==> config.mk <==
export PLATFORM = sky130hd
export DESIGN_NAME = irrigation_actuator_sequencer_flat
export DESIGN_NICKNAME = d
export VERILOG_FILES = /design/src/rtl/irrigation_actuator_sequencer_if.sv /design/src/rtl/irrigation_actuator_sequencer.sv /design/src/flat_wrapper.sv
export SDC_FILE = /design/constraint.sdc
export NUM_CORES = 1
export LEC_CHECK = 0
export ABC_AREA = 1
export BUFFER_PORTS_ARGS = -buffer_cell sky130_fd_sc_hd__buf_2
export CAP_MARGIN = 20
export CORE_MARGIN = 5
export CORE_UTILIZATION = 50
export CTS_CLUSTER_DIAMETER = 40
export CTS_CLUSTER_SIZE = 30
export DETAILED_ROUTE_END_ITERATION = 12
export PLACE_DENSITY = 0.76
export SLEW_MARGIN = 20
export SYNTH_ARGS = -nofsm -noshare
export SYNTH_HDL_FRONTEND = slang
export SYNTH_SLANG_ARGS = --single-unit
==> constraint.sdc <==
create_clock -name clk_i -period 3.1 [get_ports clk_i]
set_input_delay 0.775 -clock clk_i [delete_from_list [all_inputs] [get_ports clk_i]]
set_output_delay 0.775 -clock clk_i [all_outputs]
set_load 0.01 [all_outputs]
==> src/rtl/irrigation_actuator_sequencer_if.sv <==
// irrigation_actuator_sequencer_if: request/status bundle between the activation source and the valve/pump sequencer.
interface irrigation_actuator_sequencer_if;
    logic irrigation_state_i;
    logic fault_clr_i;
    logic valve_o;
    logic pump_o;
    logic busy_o;
    logic done_o;
    logic fault_o;
    modport master (
        output irrigation_state_i, fault_clr_i,
        input  valve_o, pump_o, busy_o, done_o, fault_o
    );
    modport slave (
        input  irrigation_state_i, fault_clr_i,
        output valve_o, pump_o, busy_o, done_o, fault_o
    );
endinterface

==> src/rtl/irrigation_actuator_sequencer.sv <==
// irrigation_actuator_sequencer: debounced request drives a timed open/settle/run/close/rest valve-pump sequence with run timeout fault.
module irrigation_actuator_sequencer #(
    parameter int CNT_W    = 16,
    parameter int DEBOUNCE = 8,
    parameter int SETTLE   = 100,
    parameter int MIN_ON   = 500,
    parameter int MAX_ON   = 5000,
    parameter int LOCKOUT  = 1000
) (
    input logic clk_i,
    input logic rst_n_i,
    irrigation_actuator_sequencer_if.slave bus
);
    typedef enum logic [2:0] {S_IDLE, S_OPEN, S_RUN, S_CLOSE, S_REST, S_FAULT} state_t;
    localparam logic [CNT_W-1:0] DB_T   = CNT_W'(DEBOUNCE - 1);
    localparam logic [CNT_W-1:0] SET_T  = CNT_W'(SETTLE - 1);
    localparam logic [CNT_W-1:0] MIN_T  = CNT_W'(MIN_ON);
    localparam logic [CNT_W-1:0] MAX_T  = CNT_W'(MAX_ON - 1);
    localparam logic [CNT_W-1:0] LOCK_T = CNT_W'(LOCKOUT - 1);
    state_t state, nxt;
    logic sync1, sync2, req_db;
    logic [CNT_W-1:0] db_cnt, cnt;
    always_ff @(posedge clk_i or negedge rst_n_i) begin
        if (!rst_n_i) begin
            sync1  <= 1'b0;
            sync2  <= 1'b0;
            req_db <= 1'b0;
            db_cnt <= '0;
        end else begin
            sync1 <= bus.irrigation_state_i;
            sync2 <= sync1;
            if (sync2 != req_db) begin
                req_db <= (db_cnt == DB_T) ? sync2 : req_db;
                db_cnt <= (db_cnt == DB_T) ? '0 : db_cnt + CNT_W'(1);
            end else begin
                db_cnt <= '0;
            end
        end
    end
    // A drop before MIN_ON is held off; the timeout only fires while the request persists.
    always_comb begin
        nxt = state;
        case (state)
            S_IDLE:  nxt = req_db ? S_OPEN : S_IDLE;
            S_OPEN:  nxt = !req_db ? S_CLOSE : (cnt == SET_T ? S_RUN : S_OPEN);
            S_RUN:   nxt = (!req_db && cnt >= MIN_T) ? S_CLOSE : (cnt >= MAX_T ? S_FAULT : S_RUN);
            S_CLOSE: nxt = (cnt == SET_T) ? S_REST : S_CLOSE;
            S_REST:  nxt = (cnt == LOCK_T) ? S_IDLE : S_REST;
            S_FAULT: nxt = bus.fault_clr_i ? S_IDLE : S_FAULT;
            default: nxt = S_IDLE;
        endcase
    end
    always_ff @(posedge clk_i or negedge rst_n_i) begin
        if (!rst_n_i) begin
            state       <= S_IDLE;
            cnt         <= '0;
            bus.valve_o <= 1'b0;
            bus.pump_o  <= 1'b0;
            bus.busy_o  <= 1'b0;
            bus.done_o  <= 1'b0;
            bus.fault_o <= 1'b0;
        end else begin
            state       <= nxt;
            cnt         <= (nxt != state) ? '0 : (&cnt ? cnt : cnt + CNT_W'(1));
            bus.valve_o <= nxt inside {S_OPEN, S_RUN, S_CLOSE};
            bus.pump_o  <= nxt == S_RUN;
            bus.busy_o  <= nxt != S_IDLE;
            bus.done_o  <= state == S_CLOSE && nxt == S_REST;
            bus.fault_o <= nxt == S_FAULT;
        end
    end
endmodule
==> src/flat_wrapper.sv <==
// flat-port wrapper written by rule: the top's interface ports become plain ports
module irrigation_actuator_sequencer_flat 
#(
    parameter int CNT_W    = 16,
    parameter int DEBOUNCE = 8,
    parameter int SETTLE   = 100,
    parameter int MIN_ON   = 500,
    parameter int MAX_ON   = 5000,
    parameter int LOCKOUT  = 1000
)
  (clk_i, rst_n_i, bus_irrigation_state_i, bus_fault_clr_i, bus_valve_o, bus_pump_o, bus_busy_o, bus_done_o, bus_fault_o);
  irrigation_actuator_sequencer_if bus_i ();
  input logic clk_i;
  input logic rst_n_i;
  input wire logic [$bits(bus_i.irrigation_state_i)-1:0] bus_irrigation_state_i;
  input wire logic [$bits(bus_i.fault_clr_i)-1:0] bus_fault_clr_i;
  output wire logic [$bits(bus_i.valve_o)-1:0] bus_valve_o;
  output wire logic [$bits(bus_i.pump_o)-1:0] bus_pump_o;
  output wire logic [$bits(bus_i.busy_o)-1:0] bus_busy_o;
  output wire logic [$bits(bus_i.done_o)-1:0] bus_done_o;
  output wire logic [$bits(bus_i.fault_o)-1:0] bus_fault_o;
  assign bus_i.irrigation_state_i = bus_irrigation_state_i;
  assign bus_i.fault_clr_i = bus_fault_clr_i;
  assign bus_valve_o = bus_i.valve_o;
  assign bus_pump_o = bus_i.pump_o;
  assign bus_busy_o = bus_i.busy_o;
  assign bus_done_o = bus_i.done_o;
  assign bus_fault_o = bus_i.fault_o;
  irrigation_actuator_sequencer #(.CNT_W(CNT_W), .DEBOUNCE(DEBOUNCE), .SETTLE(SETTLE), .MIN_ON(MIN_ON), .MAX_ON(MAX_ON), .LOCKOUT(LOCKOUT)) u_core (.clk_i(clk_i), .rst_n_i(rst_n_i), .bus(bus_i));
endmodule
### Word level (Yosys, flattened, before mapping)

Cells that the tools add are included.

| word-level totals | value |
|---|---|
| output and inout bits | 5 |
| flip-flop bits (word level) | 43 |
| word-level logic and storage cells | 52 |
| input bits | 4 |

| cells by class | value |
|---|---|
| order comparisons | 2 |
| add/subtract/negate cells | 2 |
| reduce and logical (&&, ||, !) cells | 8 |
| equal/unequal tests | 16 |
| mux-type cells | 13 |

Operator list:

| cell | number |
|---|---|
| two-way mux 16 bit | 4 |
| adder 16 x 1 -> 16 bit (second input constant) | 2 |
| two-way mux 3 bit | 6 |
| case mux 3 bit (6 select lines) | 1 |
| == test 16 x 10 -> 1 bit (second input constant) | 1 |
| == test 16 x 3 -> 1 bit (second input constant) | 1 |
| == test 16 x 7 -> 1 bit (second input constant) | 1 |
| greater-or-equal comparator 16 x 13 -> 1 bit (second input constant) | 1 |
| greater-or-equal comparator 16 x 9 -> 1 bit (second input constant) | 1 |
| AND reduction 16 bit | 1 |
| == test 3 x 2 -> 1 bit (second input constant) | 4 |
| == test 3 bit (second input constant) | 4 |
| == test 3 x 1 -> 1 bit (second input constant) | 2 |
| nonzero test 3 bit | 2 |
| logical NOT 3 bit | 1 |
| != test 3 bit | 1 |
| logical AND 1 bit | 2 |
| two-way mux 2 bit | 1 |
| != test 2 x 1 -> 1 bit (second input constant) | 1 |
| AND reduction 2 bit | 1 |
| logical NOT 1 bit | 1 |
| two-way mux 1 bit | 1 |
| != test 1 bit | 1 |

### Logic depth before layout (Yosys ltp)

Gate-level depths: netlist of run 1.

| depth | value |
|---|---|
| depth after elaboration | 6 |
| depth in mapped cells | 14 |
| mapped depth without buffers | 13 |

### Least setup slack after synthesis of run 1

Ideal clock, no wire load.

| path | value |
|---|---|
| kind | register -> register |
| from | register u_core.cnt[1] |
| to | register u_core.cnt[11] |
| clock period less this slack | 1.768 ns |
| data arrival time | 1.643 ns |
| path buffers | 0 |
| slack | 1.332 ns |
| stages on the path, launching flop included | 11 |
| library setup time | 0.124 ns |
| data required time | 2.976 ns |
| path through | dfrtp_1 > ha_1 > nand2_1 > nor2_1 > nand3_1 > nor2_1 > nand2_1 > nand3_1 > nor2_1 > xnor2_1 > nor2_4 |

| on the way | value |
|---|---|
| word-level cells in the longest chain between the ends | 6 |
| elaborated cells on any way between the ends | 18 |
| classes of those cells | 1 x add/sub; 2 x order compare; 4 x eq/ne; 9 x mux; 2 x reduce/logical |

RTL lines:

| element | RTL line | source |
|---|---|---|
| start, declared | irrigation_actuator_sequencer.sv:22 | `logic [CNT_W-1:0] db_cnt, cnt;` |
| start signal, assigned | irrigation_actuator_sequencer.sv:64 | `cnt <= (nxt != state) ? '0 : (&cnt ? cnt : cnt + CNT_W'(1));` |
| greater-or-equal comparator 16 x 13 -> 1 bit (tied with other cells) | irrigation_actuator_sequencer.sv:46 | `S_RUN: nxt = (!req_db && cnt >= MIN_T) ? S_CLOSE : (cnt >= MAX_T ? S_FAULT : S_RUN);` |
| two-way mux 3 bit (tied with other cells) | irrigation_actuator_sequencer.sv:46 |  |
| two-way mux 3 bit (on tied branches) | irrigation_actuator_sequencer.sv:46, irrigation_actuator_sequencer.sv:45 |  |
| case mux 3 bit (6 select lines) | irrigation_actuator_sequencer.sv:43 | `case (state)` |
| != test 3 bit | irrigation_actuator_sequencer.sv:64 |  |
| != test 2 x 1 -> 1 bit (no source line) / two-way mux 16 bit (equally long branches) | -- |  |

Several ways; a longest one is shown, not always the timed one. The select of a mux whose other input is x is not followed.
A chain may end at the register's enable or synchronous reset.

### Worst setup path in the final report of run 1

| path | value |
|---|---|
| from | register u_core.cnt[1] |
| to | register u_core.cnt[15] |

| on the way | value |
|---|---|
| word-level cells in the longest chain between the ends | 6 |
| elaborated cells on any way between the ends | 18 |
| classes of those cells | 1 x add/sub; 2 x order compare; 4 x eq/ne; 9 x mux; 2 x reduce/logical |

RTL lines:

| element | RTL line | source |
|---|---|---|
| greater-or-equal comparator 16 x 13 -> 1 bit / greater-or-equal comparator 16 x 9 -> 1 bit (equally long branches) | irrigation_actuator_sequencer.sv:46 |  |
| two-way mux 3 bit / logical AND 1 bit (equally long branches) | irrigation_actuator_sequencer.sv:46 |  |
| two-way mux 3 bit | irrigation_actuator_sequencer.sv:46 |  |
| case mux 3 bit (6 select lines) (*) | irrigation_actuator_sequencer.sv:43 |  |
| net u_core.nxt[2] | irrigation_actuator_sequencer.sv:20 | `state_t state, nxt;` |
| != test 3 bit (*) | irrigation_actuator_sequencer.sv:64 |  |
| != test 2 x 1 -> 1 bit (no source line) / two-way mux 16 bit (equally long branches) | -- |  |

Mark *: on every way through the listed nets, which the timed path passes. The rest lies on a longest branch. The select of a mux whose other input is x is not followed.

==> results.md, run 1 <==
- Vias in the first global route: 1993
- Async set or reset register ratio after synthesis: 100%
- Dominant delay contributor by cell family on the critical path: simple AND/OR/NAND/NOR gates
- Startpoint Class: flop
- Clock period minus worst slack: between 2 and 2.5 ns
- Critical Path Stages: 12
- Layout area overhead: 8.07%
- IO buf count: 8
- Core Footprint: between 4000 and 5000 sq um
- Clock share of power: about 24%
- Clock insertion delay at the later pin of the skew report: roughly 0.30 ns
- Data arrival, critical path: roughly 2.3 ns
- Largest net degree at the start of global routing: between 40 and 50
- Cell chosen for the clock root: sky130_fd_sc_hd__clkbuf_8
- Chip height: around 81 um
- # resized after CTS: 0
- Die outline width: around 81 um
- TritonCTS buffer count: 5
- Number of standard-cell rows in the floorplan: 25
- Count of distinct cell types in the synthesized netlist: 27
- Cells traversed along the worst timing path: ha_1 > inv_1 > nor3_1 > nand3_1 > nand2_1 > nand2_1 > nor2_1 > nand2_2 > nor2_2 > nor2_4 > nand2_4 > nor2_1
- Cell count after synthesis: 321
- Sequential element share of the synthesized area: 42.8%
- Finish-stage setup viols: 0
- Worst R2R End: u_core.cnt[15]
- Total standard cell area after synthesis: roughly 2500 sq um
- Routed len/inst: around 12 um
- # Max-Cap Violations: 0
- Portion of total power attributed to sequential cells: 42.3%
- Highest attainable clock frequency: roughly 480 MHz
- First-pass GRT wire length: 8670 um
- Total of hold buffers inserted after clock tree synthesis: 0
- Sink count of the clock tree: 43
- Die ar.: around 6500 sq um
- Total of fill cells in the finished design: 435
- Worst hold margin: roughly 0.36 ns
- Number of antenna violations at the first check in global routing: 0
- Pwr per Cell Area: between 500 and 600 nW/um^2
- Antenna Cells: 0
- Global-route congestion overflow total: 0
- Slowest CP cell: sky130_fd_sc_hd__dfrtp_1
- Number of cells on the worst reg-to-reg path: 12
- Worst Path Max Fanout: 16
- DR vias: approximately 2000
- Critical path start-end classification: reg2reg
- Req. time, crit path: between 3 and 4 ns
- RePlAce Congestion: 0.908
- Register-to-register path setup slack: between 1 and 1.5 ns
- EDFF count, synth: 0
- CTS tree: yes
- Launching instance or port of the critical path: u_core.cnt[1]
- Leak: around 1.2 nW
- Register clock-pin slew on the reported worst setup and hold paths: roughly 0.080 ns
- All-layer global routing usage: ~17%
- Number of hold violations in the final report: 0
- Worst-case clock buffer depth: 2
- Number of storage elements in the synthesis netlist: 43
- Io pins: 9
- Maximum clock skew at final layout: 0.00751 ns
- Internal cell power: 0.000979 W
- Termination of the worst setup path: u_core.cnt[15]
- Most common flop cell mapped by yosys: sky130_fd_sc_hd__dfrtp_1
- Period Utilization, post-route: just under 70%
- Initial standard-cell utilization of the core: 52.5%
- Net count after synthesis: approximately 330
- Class of the tightest hold or removal check: reg2reg
- Worst Path Buf+Inv: 1
- Aggregate negative setup slack: 0 ns
- Outcome: finished, final reports clean
- Number of warnings issued by yosys: 0
- CTS H-tree depth: 2
- Kind of end point of the critical path: flop
- Layout cells sized above 1: 13.7%
- Max-slew violation total from the final report: 0
- Most frequent cells in the layout: 55 x sky130_fd_sc_hd__nor2_1, 55 x sky130_fd_sc_hd__nand2_1, 43 x sky130_fd_sc_hd__dfrtp_1
- Logic gate share of total power: between 30% and 40%
- Average via count per standard cell: slightly above 5
- Stage delay of the slowest cell on the critical path: 0.37 ns
- RSZ-0062 raised after global routing: false
- Buffer count from post-CTS setup fixing: 0
- Mean area per synthesized cell: ~7.8 sq um
- Relative slew slack: just under 40%
- Sw frac: 39.6%
- Remaining number of nets flagged by the antenna check after routing: 0
- Maximum vdd ir drop: between 700 and 800 uV
- Detailed Route WL: approximately 4800 um
- Slew at the pin closest to its max-slew limit: around 0.92 ns
- Reg2reg start: u_core.cnt[1]
- Net count reported at finish: between 300 and 400
- Post-DP HPWL: approximately 3600 um
- DRC: 0
- DR iter-0 viols: 100
- First-pass iteration count of the detailed router: 4
- Switching component of the power: about 0.00064 W
[sequential cells by signal (all words and copies together), names as in the netlist]
signal / cells
u_core.db_cnt: 16
u_core.bus.valve_o: 1
u_core.req_db: 1
u_core.sync1: 1
u_core.bus.pump_o: 1
u_core.cnt: 16
u_core.bus.busy_o: 1
u_core.bus.fault_o: 1
u_core.bus.done_o: 1
u_core.state: 3
u_core.sync2: 1
[how the worst min path moves through the flow]
| stage | startpoint | to | slack [ns] | cells after the start |
|---|---|---|---|---|
| 2_1_floorplan | u_core.sync1 | u_core.sync2 | 0.33 | 0 |
| 3_3_place_gp | u_core.sync1 | u_core.sync2 | 0.33 | 0 |
| 3_5_place_dp | u_core.sync1 | u_core.sync2 | 0.34 | 0 |
| 4_1_cts | u_core.sync1 | u_core.sync2 | 0.36 | 0 |
| 5_1_grt | u_core.sync1 | u_core.sync2 | 0.37 | 0 |
| 6_report | u_core.sync1 | u_core.sync2 | 0.36 | 0 |
[cells by family after synthesis]
logic type	Yosys count	share of synthesized area, %
AOI/OAI and AO/OA	17	3.49
xor gates and xnor gates	14	4.88
adders and majority gates	3	1.49
buffers and inverters	48	7.87
DFF	43	42.8
muxes	1	0.448
and+or+nand+nor	195	39.0
[layer usage]
layer | vias to the layer above | GRT usage (%) | part of all wire (%)
li1 | 1041 | - | -
met3 | 7 | 3.66 | 3.9
met5 | - | 0 | 0
met1 | 943 | 20.5 | 45
met2 | 49 | 29.4 | 50
met4 | 0 | 6.59 | 1.5
[metrics by stage]
| stage | std cells | total power, W | util, % | area [sq um] | setup slack, ns |
|---|---|---|---|---|---|
| floorplan | 321 | 0.00117 | - | 2510 | 1.33 |
| global placement | 394 | 0.00122 | 54.6 | 2610 | 1.07 |
| detailed placement | 394 | 0.00124 | 54.6 | 2610 | 1.01 |
| CTS | 402 | 0.00164 | 56.7 | 2720 | 1.00 |
| global route | 402 | 0.00174 | 56.7 | 2720 | 0.783 |
| finish | 402 | 0.00162 | 56.7 | 2720 | 1.01 |
[power groups by stage]
stage               Clock [W]  Sequential [W]  Combinational, W
finish               0.000395        0.000685          0.000541
global route         0.000438        0.000694          0.000612
CTS                  0.000408        0.000684          0.000549
detailed placement          0        0.000695          0.000544
global placement            0        0.000691          0.000530
floorplan                   0        0.000695          0.000472
[cells in the mapped netlist, types with 3 or more instances]
library cell | n | area (sq um)
sky130_fd_sc_hd__o21ai_0 | 9 | 45.0
sky130_fd_sc_hd__nor2_2 | 5 | 31.3
sky130_fd_sc_hd__xor2_1 | 12 | 105
sky130_fd_sc_hd__dfrtp_1 | 43 | 1080
sky130_fd_sc_hd__clkinv_1 | 3 | 11.3
sky130_fd_sc_hd__nor3b_1 | 5 | 37.5
sky130_fd_sc_hd__a21oi_1 | 6 | 30.0
sky130_fd_sc_hd__nor3_1 | 14 | 70.1
sky130_fd_sc_hd__ha_1 | 3 | 37.5
sky130_fd_sc_hd__nor4_1 | 5 | 31.3
sky130_fd_sc_hd__inv_1 | 41 | 154
sky130_fd_sc_hd__nand2_1 | 55 | 206
sky130_fd_sc_hd__nor2_1 | 55 | 206
sky130_fd_sc_hd__nor2_4 | 12 | 135
sky130_fd_sc_hd__nand4_1 | 8 | 50.1
sky130_fd_sc_hd__nand3_1 | 25 | 125
sky130_fd_sc_hd__nand2_2 | 6 | 37.5
[layout make-up]
class / instances / area, sq um / share of cell area, %
Multi-Input combinational cell: 230 / 1240 / 45.6
Sequential cell: 43 / 1080 / 39.6
Inverter: 46 / 173 / 6.36
Clock buffer: 7 / 96.3 / 3.55
Tap cell: 67 / 83.8 / 3.09
Timing Repair Buffer: 8 / 40.0 / 1.47
Clock inverter: 1 / 7.51 / 0.276
Note: power is estimated with default switching activity, not from simulation.
==> inputs of run 2 (changes only) <==
==> constraint.sdc (replaced) <==
create_clock -name clk_i -period 2.2 [get_ports clk_i]
set_input_delay 0.55 -clock clk_i [delete_from_list [all_inputs] [get_ports clk_i]]
set_output_delay 0.55 -clock clk_i [all_outputs]
set_load 0.01 [all_outputs]
==> run 2 against run 1 <==
Net effect: die area did not move; cell count grew 0.75%; largest cell class unchanged; final area grew 1.1%; first-iteration DRC count fell by 45%; register-to-register slack worse by 0.81 ns; critical path type unchanged; critical endpoint is now u_core.cnt[3]; utilization increased by 0.60 points; global-route usage decreased by 1.2 points; hold slack worse by 0.18 ns.
==> results.md, run 2 (synthesized netlist as in run 1, its figures left out) <==
- Chip height: 80.9 um
- Internal cell power: roughly 0.0013 W
- Largest registers in the final layout: u_core.cnt x16, u_core.db_cnt x16, u_core.state x3
- Core Footprint: between 4000 and 5000 sq um
- Outcome: finished, final reports clean
- Relative slew slack: between 70% and 80%
- Routed len/inst: 11.8 um
- CTS tree: yes
- Vias in the first global route: ~1900
- Multi-input gate area: 1260 sq um
- DR iter-0 viols: between 50 and 60
- Finish-stage setup viols: 0
- Non-Filler Instances: a little over 400
- DRC: 0
- Buffer count from post-CTS setup fixing: 0
- Io pins: 9
- # Max-Cap Violations: 0
- Period Utilization, post-route: 91.2%
- Clock period minus worst slack: 2.01 ns
- Total of fill cells in the finished design: 443
- Net count reported at finish: around 340
- Startpoint Class: flop
- Die outline width: 80.9 um
- Maximum clock skew at final layout: 0.0109 ns
- Highest attainable clock frequency: between 400 and 500 MHz
- Register clock-pin slew on the reported worst setup and hold paths: ~0.090 ns
- RePlAce Congestion: between 0.8 and 0.9
- Number of antenna violations at the first check in global routing: 0
- Switching component of the power: roughly 0.00092 W
- # resized after CTS: 0
- Post-DP HPWL: between 3000 and 4000 um
- Cell total after placement: about 400
- Slew at the pin closest to its max-slew limit: between 0.4 and 0.5 ns
- DR vias: just over 2000
- Pwr per Cell Area: 822 nW/um^2
- Layout cells sized above 1: 15.7%
- Average via count per standard cell: just over 5
- Clock insertion delay at the later pin of the skew report: about 0.29 ns
- Number of hold violations in the final report: 0
- Leak: 1.21 nW
- Detailed Route WL: 4780 um
- Req. time, crit path: about 2.4 ns
- Class of the tightest hold or removal check: in2async
- Critical path start-end classification: reg2reg
- Data arrival, critical path: 2.18 ns
- Post-layout total power: 0.00225 W
- Most frequent cells in the layout: 54 x sky130_fd_sc_hd__nor2_1, 54 x sky130_fd_sc_hd__nand2_1, 43 x sky130_fd_sc_hd__dfrtp_1
- Portion of total power attributed to sequential cells: between 40% and 50%
- Layout area overhead: 9.21%
- Max-slew violation total from the final report: 0
- Largest net degree at the start of global routing: 20
- CTS H-tree depth: 2
- Global-route congestion overflow total: 0
- Sink count of the clock tree: between 40 and 50
- Clock share of power: 21.9%
- Kind of end point of the critical path: flop
- Worst Path Max Fanout: 16
- Die ar.: approximately 6500 sq um
- First-pass GRT wire length: ~8200 um
- Total of hold buffers inserted after clock tree synthesis: 0
- Remaining number of nets flagged by the antenna check after routing: 0
- Sw frac: 40.9%
- Initial standard-cell utilization of the core: between 50 and 60%
- First-pass iteration count of the detailed router: 4
- Flip-flop and latch area: between 1000 and 1500 sq um
- Logic gate share of total power: approximately a third
- Maximum vdd ir drop: ~1000 uV
- TritonCTS buffer count: 5
- Worst-case clock buffer depth: 2
- Number of standard-cell rows in the floorplan: 25
- Antenna Cells: 0
- IO buf count: 8
- Cell chosen for the clock root: sky130_fd_sc_hd__clkbuf_8
- All-layer global routing usage: 15.8%
[run 2: final timing paths]
check / from / slack (ns) / depth (start not counted) / endpoint
min: rst_n_i / 0.17 / 1 / u_core.db_cnt[5]
max reg2reg: u_core.cnt[1] / 0.19 / 12 / u_core.cnt[3]
min reg2reg: u_core.sync1 / 0.36 / 0 / u_core.sync2
max in group asynchronous: rst_n_i / 1.50 / 2 / u_core.cnt[4]
min in group clk_i: u_core.sync1 / 0.36 / 0 / u_core.sync2
max: u_core.cnt[1] / 0.19 / 12 / u_core.cnt[3]
[run 2: area by class of cell]
cell class	count	share of cell area, %
Inverter	46	6.29
Sequential cell	43	39.2
Multi-Input combinational cell	230	45.9
Timing Repair Buffer	11	2.28
Clock inverter	3	0.730
Clock buffer	5	2.51
Tap cell	67	3.06
[run 2: through the flow]
step           cell area, sq um  setup TNS (ns)  setup slack, ns  hold WS, ns  utilization, %
6_report                   2740               0            0.194        0.172            57.3
5_1_grt                    2740        -0.00699         -0.00699        0.207            57.3
4_1_cts                    2720               0           0.0262        0.187            56.9
3_5_place_dp               2630               0           0.0432        0.337            55.0
3_3_place_gp               2630               0            0.127        0.332            55.0
2_1_floorplan              2510               0            0.432        0.254               -
[run 2: power by group through the flow]
stage	combinational (W)	clock [W]	sequential, W
floorplan	0.000665	0	0.000979
global placement	0.000754	0	0.000976
finish	0.000795	0.000493	0.000967
detailed placement	0.000765	0	0.000981
CTS	0.000769	0.000517	0.000965
global route	0.000882	0.000542	0.000982
[run 2: critical path, stage by stage, from the launching register on]
cell and delay [ns]:
sky130_fd_sc_hd__dfrtp_1 0.39, sky130_fd_sc_hd__ha_2 0.24, sky130_fd_sc_hd__inv_1 0.07, sky130_fd_sc_hd__nor3_1 0.18, sky130_fd_sc_hd__nand3_1 0.13, sky130_fd_sc_hd__nand2_1 0.08
sky130_fd_sc_hd__nand2_1 0.05, sky130_fd_sc_hd__nor2_1 0.19, sky130_fd_sc_hd__nand2_2 0.11, sky130_fd_sc_hd__nor2_2 0.14, sky130_fd_sc_hd__nor2_4 0.07, sky130_fd_sc_hd__nand2_8 0.18
sky130_fd_sc_hd__nor2_1 0.07
[run 2: routing by layer]
layer  track usage [%]  routed length (um)  vias to the layer above
met5                 0                   0                        -
met4              5.74                  49                        0
met3              3.33                 204                        4
met2              26.8                2330                       44
met1              19.7                2190                      956
li1                  -                   -                     1045
